`config.mk`:
```
export PLATFORM = sky130hd
export DESIGN_NAME = branch_predictor
export DESIGN_NICKNAME = d
export VERILOG_FILES = /design/src/rtl/branch_predictor.sv
export SDC_FILE = /design/constraint.sdc
export NUM_CORES = 2
export LEC_CHECK = 0
export ABC_CLOCK_PERIOD_IN_PS = 80400
export CAP_MARGIN = 20
export CORE_AREA = 10 10 267 525
export CTS_CLUSTER_SIZE = 25
export DETAILED_ROUTE_END_ITERATION = 12
export DIE_AREA = 0 0 277 535
export DONT_BUFFER_PORTS = 1
export PLACE_DENSITY = 0.5
export SETUP_SLACK_MARGIN = 0.2
export SLEW_MARGIN = 25
export SYNTH_ARGS = -nofsm -noshare
export SYNTH_HDL_FRONTEND = slang
export SYNTH_SLANG_ARGS = --single-unit
```
`constraint.sdc`:
```
create_clock -name clk -period 80.4 [get_ports clk]
set_input_delay 8.04 -clock clk [delete_from_list [all_inputs] [get_ports clk]]
set_output_delay 8.04 -clock clk [all_outputs]
set_load 0.01 [all_outputs]
```
`src/rtl/branch_predictor.sv`:
```
// ---------------------------------------------------------------------------
// branch_predictor
//
// Fetch-side direction predictor and branch target buffer. Every cycle it
// offers the IF stage a next-PC guess for if_pc. It checks the EX-stage
// resolved outcome against the guess carried down the pipeline, raises a
// flush/redirect on disagreement, and trains a direct-mapped table of 2-bit
// saturating counters and targets on every resolved branch or JAL. It also
// keeps saturating counts of resolved control-flow instructions and of
// mispredicts.
//
// Ports
//   clk             system clock, rising edge
//   reset           asynchronous, active-high reset
//   if_pc           PC being fetched
//   pred_taken      predicted direction for if_pc
//   pred_target     predicted next PC for if_pc
//   ex_valid        EX stage holds a live instruction
//   ex_opcode       opcode of the EX instruction
//   ex_pc           PC of the EX instruction
//   ex_br_taken     resolved direction from the branch condition unit
//   ex_target       resolved target (PC plus immediate)
//   ex_pred_taken   pred_taken captured at fetch, carried to EX
//   ex_pred_target  pred_target captured at fetch, carried to EX
//   mispredict      flush IF/ID and redirect fetch this cycle
//   redirect_pc     correct next PC, valid while mispredict = 1
//   br_count        resolved control-flow instructions, saturating
//   mp_count        mispredicts, saturating
// ---------------------------------------------------------------------------
module branch_predictor #(
   parameter int ENTRIES = 16,
   parameter int INDEX_W = $clog2(ENTRIES)
) (
   input  logic        clk,
   input  logic        reset,
   input  logic [31:0] if_pc,
   output logic        pred_taken,
   output logic [31:0] pred_target,
   input  logic        ex_valid,
   input  logic [6:0]  ex_opcode,
   input  logic [31:0] ex_pc,
   input  logic        ex_br_taken,
   input  logic [31:0] ex_target,
   input  logic        ex_pred_taken,
   input  logic [31:0] ex_pred_target,
   output logic        mispredict,
   output logic [31:0] redirect_pc,
   output logic [15:0] br_count,
   output logic [15:0] mp_count
);

   localparam int          TAG_W     = 30 - INDEX_W;
   localparam logic [6:0]  OP_BRANCH = 7'b1100011;
   localparam logic [6:0]  OP_JAL    = 7'b1101111;
   localparam logic [1:0]  CTR_RESET = 2'd1;
   localparam logic [15:0] CNT_MAX   = 16'hFFFF;

   // Table state
   logic               r_valid  [ENTRIES];
   logic [TAG_W-1:0]   r_tag    [ENTRIES];
   logic [31:0]        r_target [ENTRIES];
   logic [1:0]         r_ctr    [ENTRIES];

   logic [15:0]        r_br_count;
   logic [15:0]        r_mp_count;

   // Lookup side
   logic [INDEX_W-1:0] w_if_idx;
   logic [TAG_W-1:0]   w_if_tag;
   logic               w_if_hit;
   logic               w_pred_taken;

   // Resolve side
   logic [INDEX_W-1:0] w_ex_idx;
   logic [TAG_W-1:0]   w_ex_tag;
   logic               w_ex_hit;
   logic               w_is_branch;
   logic               w_is_jal;
   logic               w_ctl;
   logic               w_dir_wrong;
   logic               w_tgt_wrong;
   logic               w_mispredict;

   // ------------------------------------------------------------------
   // Lookup: combinational against registered table state, no bypass
   // from a same-cycle update.
   // ------------------------------------------------------------------
   assign w_if_idx     = if_pc[INDEX_W+1:2];
   assign w_if_tag     = if_pc[31:INDEX_W+2];
   assign w_if_hit     = r_valid[w_if_idx] && (r_tag[w_if_idx] == w_if_tag);
   assign w_pred_taken = w_if_hit && r_ctr[w_if_idx][1];

   assign pred_taken   = w_pred_taken;
   assign pred_target  = w_pred_taken ? r_target[w_if_idx] : (if_pc + 32'd4);

   // ------------------------------------------------------------------
   // Resolve
   // ------------------------------------------------------------------
   assign w_ex_idx    = ex_pc[INDEX_W+1:2];
   assign w_ex_tag    = ex_pc[31:INDEX_W+2];
   assign w_ex_hit    = r_valid[w_ex_idx] && (r_tag[w_ex_idx] == w_ex_tag);

   assign w_is_branch = (ex_opcode == OP_BRANCH);
   assign w_is_jal    = (ex_opcode == OP_JAL);
   assign w_ctl       = ex_valid && (w_is_branch || w_is_jal);

   // A correctly-predicted taken branch can still go wrong if the cached
   // target is stale, so the target only matters when actually taken.
   assign w_dir_wrong  = (ex_br_taken != ex_pred_taken);
   assign w_tgt_wrong  = ex_br_taken && (ex_target != ex_pred_target);
   assign w_mispredict = !reset && w_ctl && (w_dir_wrong || w_tgt_wrong);

   assign mispredict   = w_mispredict;
   assign redirect_pc  = ex_br_taken ? ex_target : (ex_pc + 32'd4);

   // ------------------------------------------------------------------
   // Table training
   // ------------------------------------------------------------------
   always_ff @(posedge clk or posedge reset) begin
      if (reset) begin
         for (int i = 0; i < ENTRIES; i++) begin
            r_valid[i]  <= 1'b0;
            r_tag[i]    <= '0;
            r_target[i] <= '0;
            r_ctr[i]    <= CTR_RESET;
         end
      end else if (w_ctl) begin
         if (w_ex_hit) begin
            if (w_is_jal) begin
               r_ctr[w_ex_idx]    <= 2'd3;
               r_target[w_ex_idx] <= ex_target;
            end else if (ex_br_taken) begin
               if (r_ctr[w_ex_idx] != 2'd3) begin
                  r_ctr[w_ex_idx] <= r_ctr[w_ex_idx] + 2'd1;
               end
               r_target[w_ex_idx] <= ex_target;
            end else begin
               if (r_ctr[w_ex_idx] != 2'd0) begin
                  r_ctr[w_ex_idx] <= r_ctr[w_ex_idx] - 2'd1;
               end
            end
         end else if (ex_br_taken) begin
            // Allocation evicts whatever occupies the slot. JALs start
            // strongly taken since they are unconditional.
            r_valid[w_ex_idx]  <= 1'b1;
            r_tag[w_ex_idx]    <= w_ex_tag;
            r_target[w_ex_idx] <= ex_target;
            r_ctr[w_ex_idx]    <= w_is_jal ? 2'd3 : 2'd2;
         end
      end
   end

   // ------------------------------------------------------------------
   // Statistics, saturating at all-ones
   // ------------------------------------------------------------------
   always_ff @(posedge clk or posedge reset) begin
      if (reset) begin
         r_br_count <= '0;
         r_mp_count <= '0;
      end else begin
         if (w_ctl && (r_br_count != CNT_MAX)) begin
            r_br_count <= r_br_count + 16'd1;
         end
         if (w_mispredict && (r_mp_count != CNT_MAX)) begin
            r_mp_count <= r_mp_count + 16'd1;
         end
      end
   end

   assign br_count = r_br_count;
   assign mp_count = r_mp_count;

endmodule

```
==> results.toml <==
[sta]
rsz0062_at_grt = "false"
tightestPinTransition_ns = 1.16
hold_viol = 0
period_share_pct = 25.5
clock_skew_ns = 0.0453
slew_viol_final = 0
setup_viol = 0
max_freq_mhz = 48.8
period_needed_ns = 20.49
max_slew_margin_pct = 21.7
setup_tns_ns = 0

[clock_network]
insertion_delay_ns = 0.73
ctsHoldBuffers = 0
clk_path_buf_depth = 3
cts_setup_buffers = 0
clkTransAtPathRegs_ns = 0.06
cts_resized = 0
numCtsBuffers = 97
cts_tree = "done"
clock_sinks = 1008
htree_levels = 3
root_buffer = "clkbuf_16"

[drt]
avgRoutedWirePerCell_um = 32.8
drtIter0Drc = 2560
ant_nets = 0
routed_wl_mm = 173
dr.pass1.iters = 8
vias = 32000
drc_errors = 0
vias_per_cell = 6.09

[worst_setup_path]
timing.rr.start = "r_tag[48]"
reg2reg_slack_ns = 75.22
reg2regPathDepth = 12
slowest_stage = "or4b_4"
worstSetupEndpointType = "primary output"
cp_num_buf_inv = 0
path_cells = "mux4_2 -> mux4_2 -> xnor2_1 -> nand4_1 -> or3_1 -> or4_1 -> or4b_4 -> a21oi_1"
cp_common_cell = "mux4_2"
required_ns = 72.36
path_class = "input pin to primary output"
r2r_end = "r_tag[272]"
crit_fanout = 250
setup.worst_path.start_class = "input pin"
crit_family = "simple AND/OR/NAND/NOR gates"
arrival_ns = 12.45
slowest_delay_ns = 0.86

[floorplanning]
die_h_um = 535
boundaryPins = 238
start_util_pct = 39.7
die-area_mm2 = 0.148
coreArea_mm2 = 0.132
row_count = 189
die_x_um = 277

[synthesis]
ys.flop_type = "dfrtp_1"
syn_area_per_cell_um2 = 14.4
syn_inst = 3640
yosys_warnings = 0
ys_types = 68
synth-edff-count = 0
yosysTopAreaCellShare_pct = 47.4
yosys.area.top_type = "dfrtp_1"
yosys_register_bits = 1008
ys_seq_area_share_pct = 48.2
syn_area_mm2 = 0.0524
synth_fp_nets = 3789
synth_area_leaders = "dfrtp_1 (47%), mux2_2 (20%), mux4_2 (16%)"
synth-async-reset-ratio_pct = 100

[outcome]
status = "complete, no violations"

[power_and_ir_drop]
power.density_mw_per_mm2 = 18.6
power_w = 0.00106
peakVddDrop_mv = 0.0174
p_leak_nw = 25.9

[layout]
fillers = 11900
nets = 3606
synthToLayoutAreaGrowth_pct = 8.68
drive_above_1_share_pct = 45.8

[place]
post-dp-hpwl_mm = 103
port_buffers = 0
place_congestion = 0.881

[min_path]
min_path_type = "register to register"
holdCritStartpoint = "r_target[218]"
hold_path_depth = 1
whs_endpoint = "r_target[218]"

[global_route]
grt.total_usage_pct = 23.0
grt_pass1_vias = 33300
grt_max_degree = 251
globalRouteOverflowTotal = 0
grt_first_pass_wirelength_mm = 251
antenna_found_initial = 9

[flow_run]
drv_cap = 0
==> synthesized netlist by cell type, drive strengths merged (3+ instances only) <==
master	n
and4	4
nor4	19
nand2	147
nor3	11
clkbuf	130
inv	19
a2111oi	3
mux2i	85
a31oi	7
xor2	85
or3	4
a21oi	42
a21o	3
nor2	109
nand4	28
o211ai	11
or4b	3
o32a	3
clkinv	3
or2	17
o21ai	64
dfrtp	992
and3	21
o22ai	15
nor2b	9
nor4b	15
mux2	979
nand2b	11
ha	9
nand3	52
buf	210
mux4	370
and2	4
a221oi	11
a22oi	20
dfstp	16
a22o	5
xnor2	76
==> worst reg2reg max path, delay by kind of cell, from the launching register on <==
kind | cells | cell delay (ns)
and+or+nand+nor | 5 | 1.75
muxes | 3 | 1.18
AOI/OAI and AO/OA | 2 | 0.68
DFF | 1 | 0.41
buffers and inverters | 2 | 1.01
==> registers in the layout, summed over array words and instances, names as in the netlist <==
name      flops
br_count     16
r_target    512
mp_count     16
r_ctr        32
r_tag       416
r_valid      16
==> area by class of cell <==
class / count / area, µm² / share of cell area, %
Multi-Input combinational cell: 2270 / 25600 / 44.9
Sequential cell: 1008 / 25200 / 44.3
Clock buffer: 143 / 2890 / 5.07
Tap cell: 1719 / 2150 / 3.78
Clock inverter: 39 / 519 / 0.912
Timing Repair Buffer: 58 / 470 / 0.826
Inverter: 22 / 95.1 / 0.167
Antenna cell: 1 / 2.50 / 0.00439
==> worst max-delay path by stage <==
stage	from	end	slack, ns	depth (start not counted)
after CTS	if_pc[3]	pred_target[7]	60.39	8
final	if_pc[2]	pred_target[7]	59.91	8
after floorplan	reset	br_count[0]	44.02	1
after global placement	if_pc[2]	pred_target[9]	60.46	8
after detailed placement	if_pc[3]	pred_target[7]	60.42	8
after global routing	if_pc[3]	pred_target[7]	60.14	8
==> metal layers <==
layer	global-route usage (%)	share of wire, %	up-vias
li1	-	-	13200
met1	31.3	43	17600
met2	36.3	47	1040
met3	5.10	6.5	236
met4	6.63	2.8	0
met5	0	0	-
==> report_power, final <==
| group | total, W | switching, W | internal, W |
|---|---|---|---|
| clock | 0.000494 | 0.000214 | 0.000280 |
| combinational | 0.0000508 | 0.0000293 | 0.0000214 |
| sequential | 0.000515 | 0.00000339 | 0.000512 |
| total | 0.00106 | 0.000247 | 0.000813 |
==> through the flow <==
step | util [%] | cell area (µm²) | setup slack (ns) | cells | hold slack [ns]
finish | 43.2 | 57000 | 59.91 | 5260 | 0.485
global route | 43.2 | 57000 | 60.14 | 5260 | 0.502
CTS | 43.2 | 56900 | 60.39 | 5259 | 0.488
detailed placement | 40.6 | 53500 | 60.42 | 5077 | 0.473
global placement | 40.6 | 53500 | 60.46 | 5076 | 0.463
floorplan | - | 52400 | 44.02 | 3640 | 0.451
==> cells by family after synthesis <==
family | after synthesis | share of synthesized area, %
fa+ha+maj | 9 | 0.215
flops | 1008 | 48.2
buf+inv | 362 | 3.34
compound gates | 206 | 2.56
mux | 1434 | 38.6
xor+xnor | 161 | 2.69
simple gates | 460 | 4.47
==> cell usage in the layout, fill, tap and decap left out, types with 37 or more instances in the layout <==
cell / count
dfrtp_1: 992
mux2_2: 942
mux4_2: 370
nand2_1: 147
clkbuf_16: 97
mux2i_1: 85
xor2_1: 85
xnor2_1: 76
nor2_1: 73
o21ai_0: 63
nand3_1: 52
buf_4: 52
mux2_1: 37
(Power assumes the default switching activity.)
